$ cat config.mk
export PLATFORM = sky130hd
export DESIGN_NAME = cpu_control_fsm
export DESIGN_NICKNAME = d
export VERILOG_FILES = /design/src/rtl/cpu_pkg.sv /design/src/rtl/cpu_ctrl_outdec.sv /design/src/rtl/cpu_control_fsm.sv
export SDC_FILE = /design/constraint.sdc
export NUM_CORES = 1
export LEC_CHECK = 0
export ABC_AREA = 1
export CAP_MARGIN = 20
export CORE_ASPECT_RATIO = 0.9
export CORE_MARGIN = 5
export CORE_UTILIZATION = 55
export DETAILED_ROUTE_END_ITERATION = 16
export DONT_BUFFER_PORTS = 1
export PLACE_DENSITY_LB_ADDON = 0.1
export SLEW_MARGIN = 20
export SYNTH_ARGS = -nofsm -noshare
export SYNTH_HDL_FRONTEND = slang
export SYNTH_SLANG_ARGS = --single-unit
$ cat constraint.sdc
create_clock -name clk -period 1.8 [get_ports clk]
set_input_delay 0.27 -clock clk [delete_from_list [all_inputs] [get_ports clk]]
set_output_delay 0.27 -clock clk [all_outputs]
set_load 0.02 [all_outputs]
$ cat src/rtl/cpu_pkg.sv
// cpu_pkg: encodings shared by the main controller, the ALU control decoder
// and the datapath.
//   - opcode map (IR[15:12])
//   - controller state enum (4-bit, also exported on the debug state port)
//   - ALUOp, pc_source and alu_src_b encodings
//   - decode_dispatch(): opcode -> state entered from DECODE
//     (S_TRAP marks an illegal opcode)
package cpu_pkg;

  localparam logic [3:0] OP_R0    = 4'b0000;
  localparam logic [3:0] OP_R1    = 4'b0001;
  localparam logic [3:0] OP_SHIFT = 4'b0010;
  localparam logic [3:0] OP_LW    = 4'b0011;
  localparam logic [3:0] OP_SW    = 4'b0100;
  localparam logic [3:0] OP_BEQ   = 4'b0101;
  localparam logic [3:0] OP_J     = 4'b0110;
  localparam logic [3:0] OP_ADDI  = 4'b1001;
  localparam logic [3:0] OP_SUBI  = 4'b1010;
  localparam logic [3:0] OP_SLTI  = 4'b1011;

  typedef enum logic [3:0] {
    S_FETCH    = 4'd0,
    S_DECODE   = 4'd1,
    S_MEM_ADDR = 4'd2,
    S_MEM_RD   = 4'd3,
    S_MEM_WB   = 4'd4,
    S_MEM_WR   = 4'd5,
    S_R_EXEC   = 4'd6,
    S_R_WB     = 4'd7,
    S_I_EXEC   = 4'd8,
    S_I_WB     = 4'd9,
    S_BRANCH   = 4'd10,
    S_JUMP     = 4'd11,
    S_TRAP     = 4'd12
  } state_t;

  localparam logic [1:0] ALU_ADD   = 2'b00;
  localparam logic [1:0] ALU_SUB   = 2'b01;
  localparam logic [1:0] ALU_RTYPE = 2'b10;
  localparam logic [1:0] ALU_IFMT  = 2'b11;

  localparam logic [1:0] PC_ALU    = 2'b00;
  localparam logic [1:0] PC_ALUOUT = 2'b01;
  localparam logic [1:0] PC_JUMP   = 2'b10;

  localparam logic [1:0] SRCB_RT    = 2'b00;
  localparam logic [1:0] SRCB_TWO   = 2'b01;
  localparam logic [1:0] SRCB_IMM   = 2'b10;
  localparam logic [1:0] SRCB_BROFF = 2'b11;

  function automatic state_t decode_dispatch(input logic [3:0] op);
    case (op)
      OP_R0, OP_R1:                        return S_R_EXEC;
      OP_SHIFT, OP_ADDI, OP_SUBI, OP_SLTI: return S_I_EXEC;
      OP_LW, OP_SW:                        return S_MEM_ADDR;
      OP_BEQ:                              return S_BRANCH;
      OP_J:                                return S_JUMP;
      default:                             return S_TRAP;
    endcase
  endfunction

endpackage

$ cat src/rtl/cpu_ctrl_outdec.sv
// cpu_ctrl_outdec: pure combinational decoder from the controller state
// (plus opcode, zero, mem_ready) to the datapath strobes.
// Inputs : state (4-bit state encoding), opcode, zero, mem_ready
// Outputs: mem_req, mem_we, i_or_d, ir_write, pc_write, pc_source,
//          alu_src_a, alu_src_b, alu_op, reg_write, reg_dst, mem_to_reg,
//          illegal, dispatch (state to enter from DECODE for this opcode)
// Build option: CPU_ILLEGAL_TRAP_EN drives illegal high while in TRAP;
// otherwise illegal is tied low.
module cpu_ctrl_outdec
  import cpu_pkg::*;
(
  input  logic [3:0] state,
  input  logic [3:0] opcode,
  input  logic       zero,
  input  logic       mem_ready,
  output logic       mem_req,
  output logic       mem_we,
  output logic       i_or_d,
  output logic       ir_write,
  output logic       pc_write,
  output logic [1:0] pc_source,
  output logic       alu_src_a,
  output logic [1:0] alu_src_b,
  output logic [1:0] alu_op,
  output logic       reg_write,
  output logic       reg_dst,
  output logic       mem_to_reg,
  output logic       illegal,
  output logic [3:0] dispatch
);

  state_t st;
  assign st       = state_t'(state);
  assign dispatch = decode_dispatch(opcode);

`ifdef CPU_ILLEGAL_TRAP_EN
  assign illegal = (st == S_TRAP);
`else
  assign illegal = 1'b0;
`endif

  always_comb begin
    mem_req    = 1'b0;
    mem_we     = 1'b0;
    i_or_d     = 1'b0;
    ir_write   = 1'b0;
    pc_write   = 1'b0;
    pc_source  = PC_ALU;
    alu_src_a  = 1'b0;
    alu_src_b  = SRCB_RT;
    alu_op     = ALU_ADD;
    reg_write  = 1'b0;
    reg_dst    = 1'b0;
    mem_to_reg = 1'b0;
    case (st)
      S_FETCH: begin
        // PC+2 is computed every fetch cycle; IR and PC only load once
        // the memory actually returns the instruction.
        mem_req   = 1'b1;
        alu_src_b = SRCB_TWO;
        ir_write  = mem_ready;
        pc_write  = mem_ready;
      end
      S_DECODE: alu_src_b = SRCB_BROFF;
      S_MEM_ADDR: begin
        alu_src_a = 1'b1;
        alu_src_b = SRCB_IMM;
      end
      S_MEM_RD: begin
        mem_req = 1'b1;
        i_or_d  = 1'b1;
      end
      S_MEM_WB: begin
        reg_write  = 1'b1;
        mem_to_reg = 1'b1;
      end
      S_MEM_WR: begin
        mem_req = 1'b1;
        mem_we  = 1'b1;
        i_or_d  = 1'b1;
      end
      S_R_EXEC: begin
        alu_src_a = 1'b1;
        alu_op    = ALU_RTYPE;
      end
      S_R_WB: begin
        reg_write = 1'b1;
        reg_dst   = 1'b1;
      end
      S_I_EXEC: begin
        alu_src_a = 1'b1;
        alu_src_b = SRCB_IMM;
        alu_op    = ALU_IFMT;
      end
      S_I_WB: reg_write = 1'b1;
      S_BRANCH: begin
        // ALUOut holds the branch target computed during DECODE.
        alu_src_a = 1'b1;
        alu_op    = ALU_SUB;
        pc_source = PC_ALUOUT;
        pc_write  = zero;
      end
      S_JUMP: begin
        pc_source = PC_JUMP;
        pc_write  = 1'b1;
      end
      default: ;
    endcase
  end

endmodule

$ cat src/rtl/cpu_control_fsm.sv
// cpu_control_fsm: multi-cycle main controller for the 16-bit CPU.
// Sequences fetch / decode / execute / memory / write-back, holds the
// memory request until mem_ready, and counts retired instructions.
// Inputs : clk, rst_n (sync, active-low), opcode, funct (pass-through,
//          not decoded here), zero, mem_ready
// Outputs: datapath strobes (see cpu_ctrl_outdec), illegal,
//          instr_count[CNT_W-1:0], state (debug)
// Build option: CPU_ILLEGAL_TRAP_EN -- illegal opcodes park the FSM in
// TRAP until reset; otherwise they retire as NOPs.
module cpu_control_fsm
  import cpu_pkg::*;
#(
  parameter int CNT_W = 16
) (
  input  logic             clk,
  input  logic             rst_n,
  input  logic [3:0]       opcode,
  input  logic [1:0]       funct,
  input  logic             zero,
  input  logic             mem_ready,
  output logic             mem_req,
  output logic             mem_we,
  output logic             i_or_d,
  output logic             ir_write,
  output logic             pc_write,
  output logic [1:0]       pc_source,
  output logic             alu_src_a,
  output logic [1:0]       alu_src_b,
  output logic [1:0]       alu_op,
  output logic             reg_write,
  output logic             reg_dst,
  output logic             mem_to_reg,
  output logic             illegal,
  output logic [CNT_W-1:0] instr_count,
  output logic [3:0]       state
);

  state_t           state_q;
  logic [CNT_W-1:0] count;
  logic [3:0]       dispatch;
  state_t           dispatch_st;
  logic             retire;
  logic             unused_funct;

  assign unused_funct = ^funct;
  assign dispatch_st  = state_t'(dispatch);
  assign state        = state_q;
  assign instr_count  = count;

  cpu_ctrl_outdec u_outdec (
    .state      (state_q),
    .opcode     (opcode),
    .zero       (zero),
    .mem_ready  (mem_ready),
    .mem_req    (mem_req),
    .mem_we     (mem_we),
    .i_or_d     (i_or_d),
    .ir_write   (ir_write),
    .pc_write   (pc_write),
    .pc_source  (pc_source),
    .alu_src_a  (alu_src_a),
    .alu_src_b  (alu_src_b),
    .alu_op     (alu_op),
    .reg_write  (reg_write),
    .reg_dst    (reg_dst),
    .mem_to_reg (mem_to_reg),
    .illegal    (illegal),
    .dispatch   (dispatch)
  );

  // An instruction retires on the cycle it leaves its last state.
  always_comb begin
    retire = 1'b0;
    case (state_q)
      S_MEM_WB, S_R_WB, S_I_WB, S_BRANCH, S_JUMP: retire = 1'b1;
      S_MEM_WR: retire = mem_ready;
`ifndef CPU_ILLEGAL_TRAP_EN
      S_DECODE: retire = (dispatch_st == S_TRAP);
`endif
      default: retire = 1'b0;
    endcase
  end

  always_ff @(posedge clk) begin
    if (!rst_n) begin
      state_q <= S_FETCH;
      count   <= '0;
    end else begin
      if (retire) count <= count + {{(CNT_W-1){1'b0}}, 1'b1};
      case (state_q)
        S_FETCH:  if (mem_ready) state_q <= S_DECODE;
        S_DECODE: begin
`ifdef CPU_ILLEGAL_TRAP_EN
          state_q <= dispatch_st;
`else
          state_q <= (dispatch_st == S_TRAP) ? S_FETCH : dispatch_st;
`endif
        end
        S_MEM_ADDR: state_q <= (opcode == OP_SW) ? S_MEM_WR : S_MEM_RD;
        S_MEM_RD:   if (mem_ready) state_q <= S_MEM_WB;
        S_MEM_WR:   if (mem_ready) state_q <= S_FETCH;
        S_R_EXEC:   state_q <= S_R_WB;
        S_I_EXEC:   state_q <= S_I_WB;
        S_TRAP: begin
`ifdef CPU_ILLEGAL_TRAP_EN
          state_q <= S_TRAP;
`else
          state_q <= S_FETCH;
`endif
        end
        default: state_q <= S_FETCH;
      endcase
    end
  end

endmodule

After elaboration in Yosys (flattened, before gate mapping)

Memory sizes are Yosys's and may differ from the RTL's.
Cells that the tools add are included.

Logic and storage cells: 47
Memories kept: 1
Bits in registers: 20
Output and inout bits: 36
Input bits: 10
ROM bits: 64

Memories:

| memory           | words | bits a word | rd ports | clocked after Yosys merged registers in | wr ports | line          | RTL |
|---|---|---|---|---|---|---|---|
| (name not given) | 16    | 4           | 1        | 0                                       | 0        | cpu_pkg.sv:52 | `case (op)` |

Add/sub/neg operators: 1
Equality and inequality tests: 16
Multiplexer cells: 19
Reductions and logical operators: 8

Operators with widths:

| kind                  | count |
|---|---|
| $pmux 4 s7            | 1 |
| $eq 4x3->1 const B    | 5 |
| $eq 4x4->1 const B    | 5 |
| $add 16x1->16 const B | 1 |
| $mux 4                | 4 |
| $pmux 2 s3            | 2 |
| $eq 4x2->1 const B    | 2 |
| $mux 1                | 8 |
| $ne 2x2->1 const B    | 3 |
| $pmux 1 s3            | 2 |
| $reduce_or 3->1       | 2 |
| $reduce_or 5->1       | 1 |
| $eq 4x1->1 const B    | 1 |
| $logic_not 4->1       | 1 |
| $pmux 2 s2            | 1 |
| $reduce_or 2->1       | 2 |
| $reduce_or 4->1       | 1 |
| $mux 3                | 1 |
| $reduce_and 3->1      | 1 |

Longest topological paths before layout

Gate-level depths: netlist of the first run.
An unclocked memory read counts as a cell.

Depth in word-level cells: 4
Mapped depth: 9
Mapped depth without buffers: 9

Modules after synthesis

From an unflattened synthesis of the first run, not the netlist that was laid out.

Cells, all modules: 271
Area, all modules: 1590.3 µm²

Modules (own cells, without submodules):

| module          | area an instance (µm²) | cells each | instances | seq. area each (µm²) |
|---|---|---|---|---|
| cpu_control_fsm | 1308.8                 | 209        | 1         | 400.4 |
| cpu_ctrl_outdec | 281.5                  | 62         | 1         | 0.0 |

Least setup slack after synthesis of the first run

OpenSTA, ideal clock, no wires.

Path type: reg-to-output
Start: register state_q[3], in the netlist state[3]
End: output port pc_write
Data required time: 1530 ps
Buffers on the path: 0
Cell stages (with the launch flop): 7
Slack: 142 ps
Arrival time: 1388 ps
Path through: dfxtp_1 -> inv_2 -> nor2_2 -> inv_1 -> nor2_1 -> a21oi_1 -> o21ai_0

Word-level cells in the longest chain between the ends: 2
Elaborated cells between the ends (all ways): 4
Classes of those cells: eq/ne: 2; mux: 1; reduce/logical: 1

Ends and longest elaborated chain:

| what                                                 | line                  | RTL |
|---|---|---|
| start: declaration                                   | cpu_control_fsm.sv:38 | `state_t state_q;` |
| start signal: assignment                             | cpu_control_fsm.sv:96 | `state_q <= (dispatch_st == S_TRAP) ? S_FETCH : dispatch_st;` |
| start signal: assignment                             | cpu_control_fsm.sv:99 | `S_MEM_ADDR: state_q <= (opcode == OP_SW) ? S_MEM_WR : S_MEM_RD;` |
| $eq 4x4->1 / $logic_not 4->1 (equally long branches) | cpu_ctrl_outdec.sv:55 | `case (st)` |
| $pmux 1 s3 *                                         | cpu_ctrl_outdec.sv:55 |  |
| end: declaration                                     | cpu_control_fsm.sv:25 | `output logic pc_write,` |

Every way passes the cells marked *; elsewhere a longest branch is shown, timed or not.

Worst setup path after layout of the first run

Start: register state_q[1], in the netlist state[1]
End: output port pc_write

The elaborated chain is that of the path after synthesis.

==> results.py, run 1 <==
metrics = {
    "setup_path": {
        "path_class": "reg -> out",
        "required_ns": 1.53,
        "endpoint_kind": "output port",
        "worst_setup_path_start_kind": "register",
        "crit_arrival_ns": 1.43,
        "critPathMaxFanout": 6,
    },
    "die": {
        "die_x_microns": 64.4,
        "core_sq_mm": 0.00251,
        "rows": 17,
        "ioPinCount": 46,
        "dieArea_sq_mm": 0.00379,
        "die_y_microns": 58.9,
        "start_util_pct": 58.3,
    },
    "grt": {
        "grt_pass1_wl_mm": 6.22,
        "overflow": 0,
        "grt_usage_pct": 20.1,
        "grt_pass1_vias": 1442,
        "grt_max_degree": 19,
        "antenna_found_initial": 0,
    },
    "placed_design": {
        "dp_hpwl_mm": 2.84,
        "gp_congestion": 0.891,
        "placed_area_sq_mm": 0.00167,
        "dp_worst_setup_slack_ns": 0.291,
        "io_buffers": 0,
    },
    "synthesis": {
        "yosysTopAreaCell": "dfxtp_1",
        "synthCells": 248,
        "synth_xor_area_share_pct": 4.19,
        "syn_nets": 259,
        "synthSimpleGateAreaFrac_pct": 47.7,
        "yosys-top-cells-area": "dfxtp_1 27%, nand2_1 20%, nand3_1 11%",
        "ys_types": 26,
        "netlist_area_sq_mm": 0.00146,
        "synth_seq_cells": 20,
        "yosysSeqAreaShare_pct": 27.4,
        "yosysTopAreaCellShare_pct": 27.4,
        "yosysWarnings": 0,
        "synthAdderAreaFrac_pct": 0.855,
        "synth_top_family_by_area": "simple AND/OR/NAND/NOR gates",
        "synth-compound-area-share_pct": 9.41,
        "synth_mux_area_share_pct": 0,
        "avgSynthCellArea_sq_um": 5.90,
    },
    "detailed_routing": {
        "drt_wl_total_mm": 3.87,
        "first_pass_iters": 5,
        "vias": 1666,
        "antenna_left": 0,
        "vias_per_cell": 5.52,
        "drt_drc_violations_left": 0,
        "drt_iter0_markers": 116,
        "routedWlPerCell_microns": 12.8,
    },
    "cells_and_area": {
        "final_cell_area_sq_mm": 0.00173,
        "final_cell_mix": "78 x nand2_1, 33 x nor2_1, 31 x nand3_1, 26 x buf_4, 23 x inv_1",
        "area_growth_pct": 18.1,
        "final_common_cell": "nand2_1",
        "fin_nets": 286,
        "diodes": 0,
        "drive_above_1_share_pct": 18.2,
        "fill_cells": 252,
    },
    "clocking": {
        "cts_tree": "built",
        "htreeDepth": 1,
        "hold_buffers": 0,
        "cts_buffers": 3,
        "cts.sinks": 20,
        "cts_root_buffer": "clkbuf_4",
        "worstSkewPairLatency_ns": 0.31,
        "cts.path.max_buffers": 2,
        "path_clk_slew_ns": 0.12,
    },
    "pwr": {
        "leakagePower_nw": 0.795,
        "ir_drop_mv": 0.470,
        "powerDensity_mw_per_mm2": 968,
    },
    "timing": {
        "drv_slew": 0,
        "final-setup-viol-count": 0,
        "hold_viol_final": 0,
        "finClkSkew_ns": 0.00569,
        "worst_pin_slew_ns": 0.533,
        "finalCriticalPeriod_ns": 1.70,
        "relSlewSlack_pct": 64.3,
        "finalCritPeriodShare_pct": 94.5,
        "holdWs_ns": 0.0595,
        "fin_ws_ns": 0.0985,
        "max_freq_ghz": 0.588,
        "rsz0062_at_grt": "true",
    },
    "min_path": {
        "hold_class": "in -> reg",
    },
    "flow_run": {
        "drv_cap": 0,
    },
    "outcome": {
        "status": "completed",
    },
}
==> worst max-delay path, stage by stage, from the launching register on <==
cell	delay (ns)
dfxtp_2	0.42
inv_1	0.07
nor2_2	0.15
nand2_1	0.10
inv_1	0.07
a21oi_1	0.06
o21ai_0	0.07
buf_4	0.17
==> final timing paths <==
kind,slack [ns],cells after the start,start,endpoint
worst max-delay path,0.1,7,state[1],pc_write
worst min register to register,0.57,2,instr_count[2],instr_count[2]
worst min-delay path,0.06,2,rst_n,instr_count[0]
worst max register to register,0.27,7,instr_count[3],instr_count[9]
==> sequential cells by signal, summed over array words and instances, names as in the netlist <==
signal	count
state	4
instr_count	16
==> cell families after synthesis <==
family | Yosys count
xor gates and xnor gates | 7
and+or+nand+nor | 158
DFF | 20
adders and majority gates | 1
buffers and inverters | 34
other | 1
AOI/OAI and AO/OA | 27
==> power breakdown <==
group / switching, mW / internal (mW)
Sequential: 0.0573 / 0.484
Combinational: 0.575 / 0.283
Clock: 0.149 / 0.124
==> Yosys cell counts <==
library cell	count
nand2_1	78
clkinv_1	1
clkinv_2	1
nand3_4	1
xnor2_1	2
nor2_2	3
buf_6	2
nand4_1	6
nor2_4	2
o211ai_1	1
xor2_1	5
dfxtp_1	20
conb_1	1
buf_4	1
nor2_1	34
a21oi_1	19
nand3_2	2
ha_1	1
inv_2	4
nand3_1	31
o21ai_0	6
nand2_2	1
clkbuf_1	1
inv_1	23
buf_2	1
o21ai_1	1
==> per-layer routing <==
layer	GRT usage (%)	vias to the layer above	part of all wire [%]	wire length, microns
li1	-	848	-	-
met1	29.1	751	48	1840
met2	30.7	64	43	1650
met3	4.96	3	9.3	361
met4	3.31	0	0.34	13
met5	0	-	0	0
==> cell type report <==
| type | count | area [sq um] | area share [%] |
|---|---|---|---|
| sequential | 20 | 405 | 23.5 |
| inverter | 29 | 110 | 6.37 |
| timing repair buffer | 27 | 215 | 12.5 |
| clock buffer | 4 | 36.3 | 2.10 |
| multi-input combinational | 194 | 926 | 53.6 |
| tap | 28 | 35.0 | 2.03 |
==> through the flow <==
step	setup TNS [ns]	utilization, %	power (mW)	cells
final	0	68.8	1.67	302
after global routing	-0.00699	68.8	1.77	302
after CTS	0	68.2	1.66	302
after detailed placement	0	66.7	1.38	298
after global placement	0	66.7	1.38	298
after floorplan	0	-	1.13	248
==> repair_timing <==
action                                  CTS  global route
resized for setup                         1             6
setup buffers                             0             0
endpoints found under the setup margin    1             2
(Power assumes the default switching activity.)
==> inputs of run 2 (changes only) <==
--- a/config.mk
+++ b/config.mk
@@ -10,9 +10,10 @@
 export CORE_ASPECT_RATIO = 0.9
 export CORE_MARGIN = 5
 export CORE_UTILIZATION = 55
+export CTS_CLUSTER_DIAMETER = 200
 export DETAILED_ROUTE_END_ITERATION = 16
 export DONT_BUFFER_PORTS = 1
-export PLACE_DENSITY_LB_ADDON = 0.1
+export PLACE_DENSITY = 0.71
 export SLEW_MARGIN = 20
 export SYNTH_ARGS = -nofsm -noshare
 export SYNTH_HDL_FRONTEND = slang
==> run 2 against run 1 <==
Effect of this change:
- combinational power barely moved
- routed wire length fell by 0.28%
- fmax shrank 0.29%
- power down 1.5%
- critical endpoint is now reg_write
- largest cell class unchanged
- highest routed layer is now met3
==> results.py, run 2 (synthesized netlist as in run 1, its figures left out) <==
metrics = {
    "outcome": {
        "status": "completed",
    },
    "grt": {
        "antenna_found_initial": 0,
        "grt_pass1_vias": 1462,
        "grt_pass1_wl_mm": 6.66,
        "grt_usage_pct": 21.5,
        "grt_max_degree": 19,
        "overflow": 0,
    },
    "timing": {
        "final-setup-viol-count": 0,
        "hold_viol_final": 0,
        "finalCriticalPeriod_ns": 1.71,
        "finalCritPeriodShare_pct": 94.8,
        "relSlewSlack_pct": 65.5,
        "setup_tns_ns": 0,
        "max_freq_ghz": 0.586,
        "fin_ws_ns": 0.0935,
        "drv_slew": 0,
        "finClkSkew_ns": 0.00471,
        "rsz0062_at_grt": "true",
        "worst_pin_slew_ns": 0.514,
    },
    "cells_and_area": {
        "seq_area_sq_um": 407,
        "fill_cells": 218,
        "multiInputGateArea_sq_um": 933,
        "largest_reg_flops": 16,
        "final_common_cell": "nand2_1",
        "drive_above_1_share_pct": 18.7,
        "stdcell_count": 301,
        "final_cell_mix": "77 x nand2_1, 32 x nor2_1, 31 x nand3_1, 25 x buf_4, 22 x inv_1",
        "fin_nets": 285,
        "diodes": 0,
        "area_growth_pct": 17.6,
    },
    "detailed_routing": {
        "first_pass_iters": 4,
        "vias": 1650,
        "vias_per_cell": 5.48,
        "routedWlPerCell_microns": 12.8,
        "drt_drc_violations_left": 0,
        "drt_wl_total_mm": 3.86,
        "drt_iter0_markers": 171,
        "antenna_left": 0,
    },
    "setup_path": {
        "cp.depth": 5,
        "crit_arrival_ns": 1.44,
        "cp_slowest_cell": "dfxtp_1",
        "crit_family": "simple AND/OR/NAND/NOR gates",
        "worst-path-buf-inv": 2,
        "required_ns": 1.53,
        "slowest_delay_ns": 0.45,
        "critPathMaxFanout": 5,
        "reg2regPathDepth": 8,
        "rrSetupSlack_ns": 0.26,
        "path_class": "reg -> out",
        "crit_chain": "inv_2 > nor2_2 > nand2_1 > nand3_2 > buf_4",
        "endpoint_kind": "output port",
        "worst_setup_path_start_kind": "register",
    },
    "pwr": {
        "ir_drop_mv": 0.472,
        "leakagePower_nw": 0.783,
        "powerDensity_mw_per_mm2": 957,
    },
    "min_path": {
        "holdPathStages": 2,
        "hold_class": "in -> reg",
    },
    "placed_design": {
        "gp_congestion": 0.901,
        "dp_hpwl_mm": 2.91,
        "dp.cells": 294,
        "io_buffers": 0,
        "dp_worst_setup_slack_ns": 0.246,
    },
    "clocking": {
        "cts_root_buffer": "clkbuf_4",
        "path_clk_slew_ns": 0.11,
        "cts.path.max_buffers": 2,
        "cts_tree": "built",
        "cts.sinks": 20,
        "cts_buffers": 3,
        "htreeDepth": 1,
        "worstSkewPairLatency_ns": 0.30,
    },
    "die": {
        "ioPinCount": 46,
        "core_sq_mm": 0.00251,
        "rows": 17,
        "start_util_pct": 58.3,
        "die_y_microns": 58.9,
        "dieArea_sq_mm": 0.00379,
        "die_x_microns": 64.4,
    },
    "flow_run": {
        "drv_cap": 0,
    },
}
[run 2: final cells by class]
cell class	count	share of cell area [%]
Clock buffer	4	2.11
Sequential cell	20	23.6
Inverter	29	6.40
Multi-Input combinational cell	194	54.3
Timing Repair Buffer	26	11.6
Tap cell	28	2.04
[run 2: path summary, 6_finish.rpt]
check / start / endpoint
setup / recovery: state[2] / reg_write
hold / removal: rst_n / state[1]
setup reg to reg: state[2] / instr_count[1]
hold reg to reg: instr_count[1] / instr_count[1]
[run 2: timing repair]
item	in CTS	in global routing
resized for setup	2	10
setup endpoints to repair	2	3
hold buffers	0	0
pin swaps	0	2
buffers inserted	0	3
[run 2: where the power goes]
group	total [mW]	internal (mW)	switching, mW
sequential	0.528	0.484	0.0436
combinational	0.861	0.269	0.592
clock	0.258	0.123	0.135
[run 2: layer usage]
layer,track usage (%),vias up,share of wire [%]
met2,32.1,60,44
met5,0,-,0
met3,6.49,0,8.2
met1,31.8,750,48
met4,1.51,0,0
li1,-,840,-
[run 2: metrics by stage]
stage               util [%]  hold WS, ns  power (mW)  instance area, sq um
global route            68.5       0.0738        1.79                  1720
detailed placement      65.0        0.408        1.34                  1630
finish                  68.5       0.0834        1.65                  1720
floorplan                  -        0.391        1.13                  1460
CTS                     66.6       0.0744        1.60                  1670
global placement        65.0        0.397        1.32                  1630
